### config.mk
export PLATFORM = sky130hd
export DESIGN_NAME = jump_control_sequencer
export DESIGN_NICKNAME = d
export VERILOG_FILES = /design/src/rtl/jump_control_sequencer.sv
export SDC_FILE = /design/constraint.sdc
export NUM_CORES = 1
export LEC_CHECK = 0
export ABC_CLOCK_PERIOD_IN_PS = 1300
export BUFFER_PORTS_ARGS = -buffer_cell sky130_fd_sc_hd__buf_2
export CAP_MARGIN = 20
export CORE_ASPECT_RATIO = 1.25
export CORE_MARGIN = 10
export CORE_UTILIZATION = 30
export CTS_CLUSTER_DIAMETER = 30
export DETAILED_ROUTE_END_ITERATION = 10
export PLACE_DENSITY = 0.75
export SLEW_MARGIN = 20
export SYNTH_ARGS = -nofsm -noshare
export SYNTH_HDL_FRONTEND = slang
export SYNTH_SLANG_ARGS = --single-unit
### constraint.sdc
create_clock -name clk -period 1.3 [get_ports clk]
set_input_delay 0.195 -clock clk [delete_from_list [all_inputs] [get_ports clk]]
set_output_delay 0.195 -clock clk [all_outputs]
set_load 0.01 [all_outputs]
### src/rtl/jump_control_sequencer.sv
`timescale 1ns/1ps
// Moore control sequencer driving CPU_Datapath strobes for fetch, jr, jal, br, nop and halt.
// Unsupported opcodes stop the machine and raise a sticky fault flag.
module jump_control_sequencer (
  input  logic        clk,
  input  logic        clr,
  input  logic [31:0] IR,
  input  logic        CON_FF_Out,
  input  logic        stop,
  output logic        PCout,
  output logic        PCin,
  output logic        IncPC,
  output logic        MARin,
  output logic        MDRread,
  output logic        MDRin,
  output logic        MDRout,
  output logic        IRin,
  output logic        Zin,
  output logic        ZLowout,
  output logic        Yin,
  output logic        Cout,
  output logic        Gra,
  output logic        Grb,
  output logic        Grc,
  output logic        Rin,
  output logic        Rout,
  output logic        BAout,
  output logic        CON_FF_In,
  output logic [4:0]  ALUSelection,
  output logic        run,
  output logic        fault,
  output logic [3:0]  dbg_state_o
);

  localparam logic [4:0] OP_BR   = 5'b10011;
  localparam logic [4:0] OP_JR   = 5'b10100;
  localparam logic [4:0] OP_JAL  = 5'b10101;
  localparam logic [4:0] OP_NOP  = 5'b11010;
  localparam logic [4:0] OP_HALT = 5'b11011;
  localparam logic [4:0] ALU_ADD = 5'b00001;

  typedef enum logic [3:0] {
    S_IDLE, S_T0, S_T1, S_T2, S_T3, S_T4, S_T5, S_T6, S_HALT
  } state_t;

  state_t     state_q, state_d;
  logic       fault_q, fault_d;
  logic [4:0] opcode;
  logic       unused_ir_bits;

  assign opcode         = IR[31:27];
  assign unused_ir_bits = ^IR[26:0];
  assign fault          = fault_q;
  assign dbg_state_o    = state_q;

  always_ff @(posedge clk or negedge clr) begin
    if (!clr) begin
      state_q <= S_IDLE;
      fault_q <= 1'b0;
    end else begin
      state_q <= state_d;
      fault_q <= fault_d;
    end
  end

  always_comb begin
    state_d      = state_q;
    fault_d      = fault_q;
    PCout        = 1'b0;
    PCin         = 1'b0;
    IncPC        = 1'b0;
    MARin        = 1'b0;
    MDRread      = 1'b0;
    MDRin        = 1'b0;
    MDRout       = 1'b0;
    IRin         = 1'b0;
    Zin          = 1'b0;
    ZLowout      = 1'b0;
    Yin          = 1'b0;
    Cout         = 1'b0;
    Gra          = 1'b0;
    Grb          = 1'b0;
    Grc          = 1'b0;
    Rin          = 1'b0;
    Rout         = 1'b0;
    BAout        = 1'b0;
    CON_FF_In    = 1'b0;
    ALUSelection = 5'd0;
    run          = 1'b0;

    case (state_q)
      S_IDLE: state_d = S_T0;
      S_T0: begin
        run     = 1'b1;
        PCout   = 1'b1;
        MARin   = 1'b1;
        IncPC   = 1'b1;
        Zin     = 1'b1;
        // A stop request abandons the fetch before MDRread ever fires.
        state_d = stop ? S_HALT : S_T1;
      end
      S_T1: begin
        run     = 1'b1;
        ZLowout = 1'b1;
        PCin    = 1'b1;
        MDRread = 1'b1;
        MDRin   = 1'b1;
        state_d = S_T2;
      end
      S_T2: begin
        run     = 1'b1;
        MDRout  = 1'b1;
        IRin    = 1'b1;
        state_d = S_T3;
      end
      S_T3: begin
        run = 1'b1;
        case (opcode)
          OP_JR: begin
            Gra     = 1'b1;
            Rout    = 1'b1;
            PCin    = 1'b1;
            state_d = S_T0;
          end
          OP_JAL: begin
            PCout   = 1'b1;
            Grb     = 1'b1;
            Rin     = 1'b1;
            state_d = S_T4;
          end
          OP_BR: begin
            Gra       = 1'b1;
            Rout      = 1'b1;
            CON_FF_In = 1'b1;
            state_d   = S_T4;
          end
          OP_NOP:  state_d = S_T0;
          OP_HALT: state_d = S_HALT;
          default: begin
            fault_d = 1'b1;
            state_d = S_HALT;
          end
        endcase
      end
      S_T4: begin
        run = 1'b1;
        case (opcode)
          OP_JAL: begin
            Gra     = 1'b1;
            Rout    = 1'b1;
            PCin    = 1'b1;
            state_d = S_T0;
          end
          OP_BR: begin
            PCout   = 1'b1;
            Yin     = 1'b1;
            state_d = S_T5;
          end
          default: state_d = S_T0;
        endcase
      end
      S_T5: begin
        run     = 1'b1;
        Cout    = 1'b1;
        Zin     = 1'b1;
        state_d = S_T6;
      end
      S_T6: begin
        run     = 1'b1;
        ZLowout = 1'b1;
        PCin    = CON_FF_Out;
        state_d = S_T0;
      end
      S_HALT:  state_d = S_HALT;
      default: state_d = S_IDLE;
    endcase

    ALUSelection = Zin ? ALU_ADD : 5'd0;
  end

endmodule

==> results of run 1 <==
per-stage QoR:
step | utilization | std cells | setup slack [ns] | hold slack [ns]
after CTS | 0.522 | 152 | -0.402 | 0.276
after global routing | 0.646 | 161 | -0.504 | 0.290
final | 0.646 | 161 | -0.390 | 0.285
after detailed placement | 0.457 | 144 | -0.149 | 0.0123
after floorplan | - | 89 | -0.131 | -0.101
after global placement | 0.457 | 144 | -0.152 | 0.0114
worst max-delay path: stages (launching register included):
cell	delay [ns]
dfrtp_2	0.39
nand2b_4	0.14
or3_4	0.38
o32ai_4	0.10
a21o_1	0.13
buf_2	0.12
flip-flops by register name, indices dropped and copies added, names as in the netlist:
register	count
dbg_state_o	4
fault	1
final cells by class:
type / count / area share
Tap cell: 20 / 0.0200
Clock buffer: 4 / 0.0210
Timing Repair Buffer: 64 / 0.409
Multi-Input combinational cell: 66 / 0.440
Inverter: 2 / 0.00600
Sequential cell: 5 / 0.104
worst max path at each step:
stage	startpoint	endpoint	slack, ns	depth (start not counted)
2_1_floorplan	dbg_state_o[3]	Rin	-0.13	4
3_3_place_gp	dbg_state_o[3]	PCout	-0.15	5
3_5_place_dp	dbg_state_o[3]	PCout	-0.15	5
4_1_cts	dbg_state_o[3]	PCout	-0.40	5
5_1_grt	dbg_state_o[0]	Gra	-0.50	6
6_report	dbg_state_o[3]	PCout	-0.39	5
layout by cell type, fill, tap and decap left out, types with 2 or more instances in the layout:
cell,count
nand2_2,3
nand2b_1,3
o21a_1,2
o21ai_1,2
buf_12,2
o22ai_1,2
nor2_4,4
buf_6,17
clkbuf_4,3
o21ai_0,2
a21oi_2,3
buf_4,16
nand2_1,3
buf_2,27
dfrtp_2,4
nor2_1,9
conb_1,6
nor3_2,3
inv_1,2
nor3_4,3
nand2b_4,3
kinds of logic (layout without fill, tap and decap cells):
group | after synthesis | in the layout | share of synthesized area
flops | 5 | 5 | 0.210
simple gates | 39 | 39 | 0.344
buf+inv | 18 | 70 | 0.193
compound gates | 18 | 18 | 0.203
xor+xnor | 3 | 3 | 0.0440
other cells | 1 | 6 | 0.00628
what timing repair did:
| action | CTS | global route |
|---|---|---|
| hold buffers | 1 | 0 |
| buffers inserted | 3 | 10 |
| resized for setup | 15 | 36 |
| pin swaps | 6 | 9 |
| endpoints found under the setup margin | 20 | 23 |
| endpoints found under the hold margin | 5 | 0 |
power groups by stage:
stage,clock network (mW),registers [mW],logic (mW)
after detailed placement,0,0.279,1.24
after floorplan,0,0.327,0.723
after global routing,0.207,0.295,2.12
after global placement,0,0.279,1.22
final,0.186,0.290,1.99
after CTS,0.185,0.285,1.38
routing by layer:
layer | share of wire | wire [um]
met1 | 0.34 | 869
met3 | 0.087 | 220
met5 | 0 | 0
met2 | 0.56 | 1420
met4 | 0.0056 | 14
==> flow_summary_export.csv, run 1 <==
group,metric,value,unit
cells_and_area,multi_input_area,551,sq um
power,power.leakage,0.582,nW
clock_network,htree_num_levels,1,
timing,clock_skew,0.00997,ns
clock_network,cts_sinks,5,
grt,antenna_found_initial,0,
yosys,syn_area_per_cell,7.11,sq um
route,drc,0,
cells_and_area,fin_nets,178,
clock_network,cts_made_buffers,3,
yosys,synth.yosys.warnings,0,
power,finalPower,2.47,mW
critical_path,r2r_cells,6,
status,status,"finished with violations",
cells_and_area,final-seq-area,130,sq um
critical_path,crit_required,1.11,ns
timing,max_freq,0.592,GHz
worst_hold_path,holdCritPathClass,"in -> async",
grt,grt_usage,0.0948,
grt,grt_max_degree,15,
clock_network,clk_pin_slew,0.05,ns
yosys,ys_seq_area_frac,0.210,
yosys,synth_flop_cell,"dfrtp_1",
cells_and_area,n_antenna_cell,0,
route,post_drt_wl_per_cell,15.7,um
power,p_comb_frac,0.807,
grt,grt_pass1_wl,3.31,mm
yosys,yosysTopAreaCell,"dfrtp_1",
route,postRouteAntennaNets,0,
grt,grt_util_met1,0.0902,
power,switching_power,1.10,mW
yosys,synth_common_cells,"13 x nor2_1, 12 x buf_4, 6 x nand2_1, 6 x nor3_1",
critical_path,regToRegStartpoint,"dbg_state_o[3]",
timing,period_share,1.30,
floorplan,die_h,69.9,um
yosys,synth_cell_types,30,
grt,grt_overflow_total,0,
grt,grt_use_met3,0.0452,
clock_network,clockRootBuffer,"clkbuf_4",
timing,fin_ws,-0.390,ns
critical_path,crit_fanout,4,
yosys,ys_seq_elements,5,
timing,maxSlewViolCount,0,
power,swShare,0.445,
cells_and_area,drive_above_1_share,0.695,
yosys,synthArstFlopShare,1.00,
critical_path,end_kind,"output port",
place,dp_hpwl,1.61,mm
yosys,synth.top_cell.area_share,0.210,
place,globalplace.congestion,0.859,
status,violations,"negative setup slack",
yosys,synthCells,84,
cells_and_area,area_growth,110,%
route,first_iter_violations,12,
route,wirelength,2.52,mm
clock_network,clock_latency,0.24,ns
floorplan,die_w,59.9,um
floorplan,num_rows,18,
clock_network,clockBufferDepth,2,
power,p_seq_frac,0.117,
route,firstDrtPassIters,4,
critical_path,worstPathArrival,1.50,ns
timing,rsz0062_at_grt,"yes",
power,pwr-share-clk,0.075,
timing,hold_viol_final,0,
power,peakVddDrop,1.00,mV
timing,min_period,1.69,ns
yosys,syn_area,597,sq um
critical_path,r2r_end,"fault",
timing,finalSetupViolCount,23,
place,io_buffers,32,
critical_path,r2r_setup_slack,-0.13,ns
cells_and_area,fillers,153,
grt,globalRouteMet2Util,0.167,
clock_network,cts_tree,"built",
grt,gr-max-usage-layer,"met2",
yosys,synth_edf_count,0,
power,p_per_area,1970,mW/mm^2
floorplan,num_io_pins,66,
route,routed_via_density,5.00,
run,cap_viol_max_count,0,
yosys,post-synth-top-count-cell,"nor2_1",
critical_path,path_class,"reg -> out",
critical_path,worstSetupStartpointType,"register",
place,postPlaceCellArea,886,sq um
timing,tns,-5.42,ns
floorplan,die-area,0.00418,sq mm
floorplan,initial_core_util,0.308,
cells_and_area,design_area,0.00125,sq mm
power,p_int,1.37,mW
route,num_vias,805,
yosys,synthTopCellsByArea,"dfrtp_1 21%, buf_4 15%, nor2_1 8.2%, nand2b_1 5.2%, nor3_1 5.0%",
grt,first_global_vias,777,
floorplan,core,0.00194,sq mm
Power figures use the tool's default switching activity.
==> run 2: changes to the inputs <==
CORE_ASPECT_RATIO = 0.7   (was 1.25)
==> run 2 against run 1 <==
  * The flow still finishes with violations (negative setup slack)
  * Cell area decreased by 8.8%
  * Global-route usage increased by 1.5 points
  * Via count decreased by 4.2%
  * First-iteration DRC count increased to 5.7 times the previous value
  * Sequential share of layout area increased by 0.89 points
==> flow_summary_export.csv, run 2 (synthesized netlist as in run 1, its figures left out) <==
group,metric,value,unit
critical_path,path_class,"reg -> out",
floorplan,die_h,57.3,um
clock_network,cts_sinks,5,
critical_path,crit_fanout,4,
clock_network,clockRootBuffer,"clkbuf_4",
route,wirelength,2.59,mm
timing,max_freq,0.582,GHz
timing,whs,0.287,ns
timing,min_period,1.72,ns
critical_path,critical_path_buf_inv_count,1,
clock_network,cts_tree,"built",
clock_network,clk_pin_slew,0.04,ns
place,place_ws,-0.140,ns
worst_hold_path,holdCritPathClass,"in -> reg",
cells_and_area,fin_nets,173,
timing,rsz0062_at_grt,"yes",
route,drc,0,
cells_and_area,n_antenna_cell,0,
timing,clock_skew,0.000483,ns
grt,first_global_vias,807,
power,power.leakage,0.541,nW
status,status,"finished with violations",
critical_path,end_kind,"output port",
critical_path,worstSetupStartpointType,"register",
floorplan,initial_core_util,0.319,
critical_path,critPathMaxStageDelay,0.39,ns
clock_network,clockBufferDepth,2,
power,peakVddDrop,1.04,mV
timing,maxSlewViolCount,0,
cells_and_area,largest_register_ffs,4,
floorplan,die-area,0.00420,sq mm
cells_and_area,fillers,154,
floorplan,core,0.00187,sq mm
cells_and_area,design_area,0.00114,sq mm
grt,grt_max_degree,15,
clock_network,cts_made_buffers,3,
cells_and_area,drive_above_1_share,0.662,
power,p_per_area,1880,mW/mm^2
critical_path,critPathSlowestCell,"dfrtp_2",
grt,grt_usage,0.110,
floorplan,die_w,73.3,um
route,post_drt_wl_per_cell,16.4,um
grt,grt_overflow_total,0,
floorplan,num_rows,13,
critical_path,crit_required,1.11,ns
route,routed_via_density,4.88,
status,violations,"negative setup slack",
grt,grt_pass1_wl,3.81,mm
route,postRouteAntennaNets,0,
route,firstDrtPassIters,4,
critical_path,worstPathArrival,1.52,ns
cells_and_area,post-route-util,0.610,
worst_hold_path,hold-path-cell-count,3,
clock_network,clock_latency,0.23,ns
place,globalplace.congestion,0.896,
cells_and_area,multi_input_area,522,sq um
cells_and_area,area_growth,91.2,%
place,postPlaceCellArea,873,sq um
cells_and_area,final_cell_mix,"28 x buf_2, 18 x buf_4, 11 x buf_6, 9 x nor2_1, 6 x conb_1",
clock_network,htree_num_levels,1,
place,dp_hpwl,1.80,mm
critical_path,critical_path.top_delay_family,"simple AND/OR/NAND/NOR gates",
floorplan,num_io_pins,66,
cells_and_area,layout.cells.most_common,"buf_2",
run,cap_viol_max_count,0,
route,first_iter_violations,68,
timing,period_share,1.32,
cells_and_area,final-seq-area,129,sq um
timing,finalSetupViolCount,22,
timing,hold_viol_final,0,
critical_path,r2r_cells,6,
route,num_vias,771,
critical_path,cp.depth,5,
timing,fin_ws,-0.419,ns
grt,antenna_found_initial,0,
critical_path,cp_cell_sequence,"nand2b_4 -> or3_4 -> o32ai_2 -> a21o_1 -> buf_2",
place,io_buffers,32,
## run 2: report_power, final
group / total, mW / switching [mW] / internal (mW)
logic: 1.69 / 0.878 / 0.807
registers: 0.289 / 0.0653 / 0.224
clock network: 0.171 / 0.0557 / 0.116
total: 2.15 / 0.999 / 1.15
## run 2: final timing paths
kind	start	endpoint	slack, ns
max in group asynchronous	clr	dbg_state_o[0]	0.85
max	dbg_state_o[3]	PCout	-0.42
min reg2reg	fault	fault	0.46
min in group asynchronous	clr	fault	0.30
max reg2reg	dbg_state_o[0]	dbg_state_o[3]	-0.11
min	stop	dbg_state_o[3]	0.29
## run 2: through the flow
stage	cells	setup TNS, ns	power (mW)
after global placement	144	-0.366	1.47
after CTS	155	-4.20	2.00
after floorplan	89	-0.548	1.05
final	158	-4.40	2.15
after detailed placement	144	-0.509	1.52
after global routing	158	-5.67	2.30
## run 2: final cells by class
cell class / instances / area share
multi-input combinational: 66 / 0.457
inverter: 2 / 0.00658
timing repair buffer: 59 / 0.376
sequential: 5 / 0.113
tap: 22 / 0.0241
clock buffer: 4 / 0.0230
## run 2: metal layers
| layer | wire length [um] | track usage | vias up |
|---|---|---|---|
| met5 | 0 | 0 | - |
| met4 | 46 | 0.0504 | 0 |
| met3 | 203 | 0.0363 | 4 |
| met2 | 1350 | 0.186 | 26 |
| met1 | 992 | 0.122 | 369 |
| li1 | - | - | 372 |
## run 2: worst register-to-register path, cell delays in order (launching register included)
cell and delay [ns]:
dfrtp_2 0.43, buf_6 0.14, buf_6 0.10, nand2b_4 0.13, a311oi_4 0.34, a211oi_2 0.06
nor2_1 0.12
## run 2: what timing repair did
item	4_1_cts	5_1_grt
resized for setup	25	13
hold buffers	1	0
pin swaps	7	8
endpoints found under the hold margin	5	0
buffers inserted	6	5
cloned	1	0
setup endpoints to repair	19	22
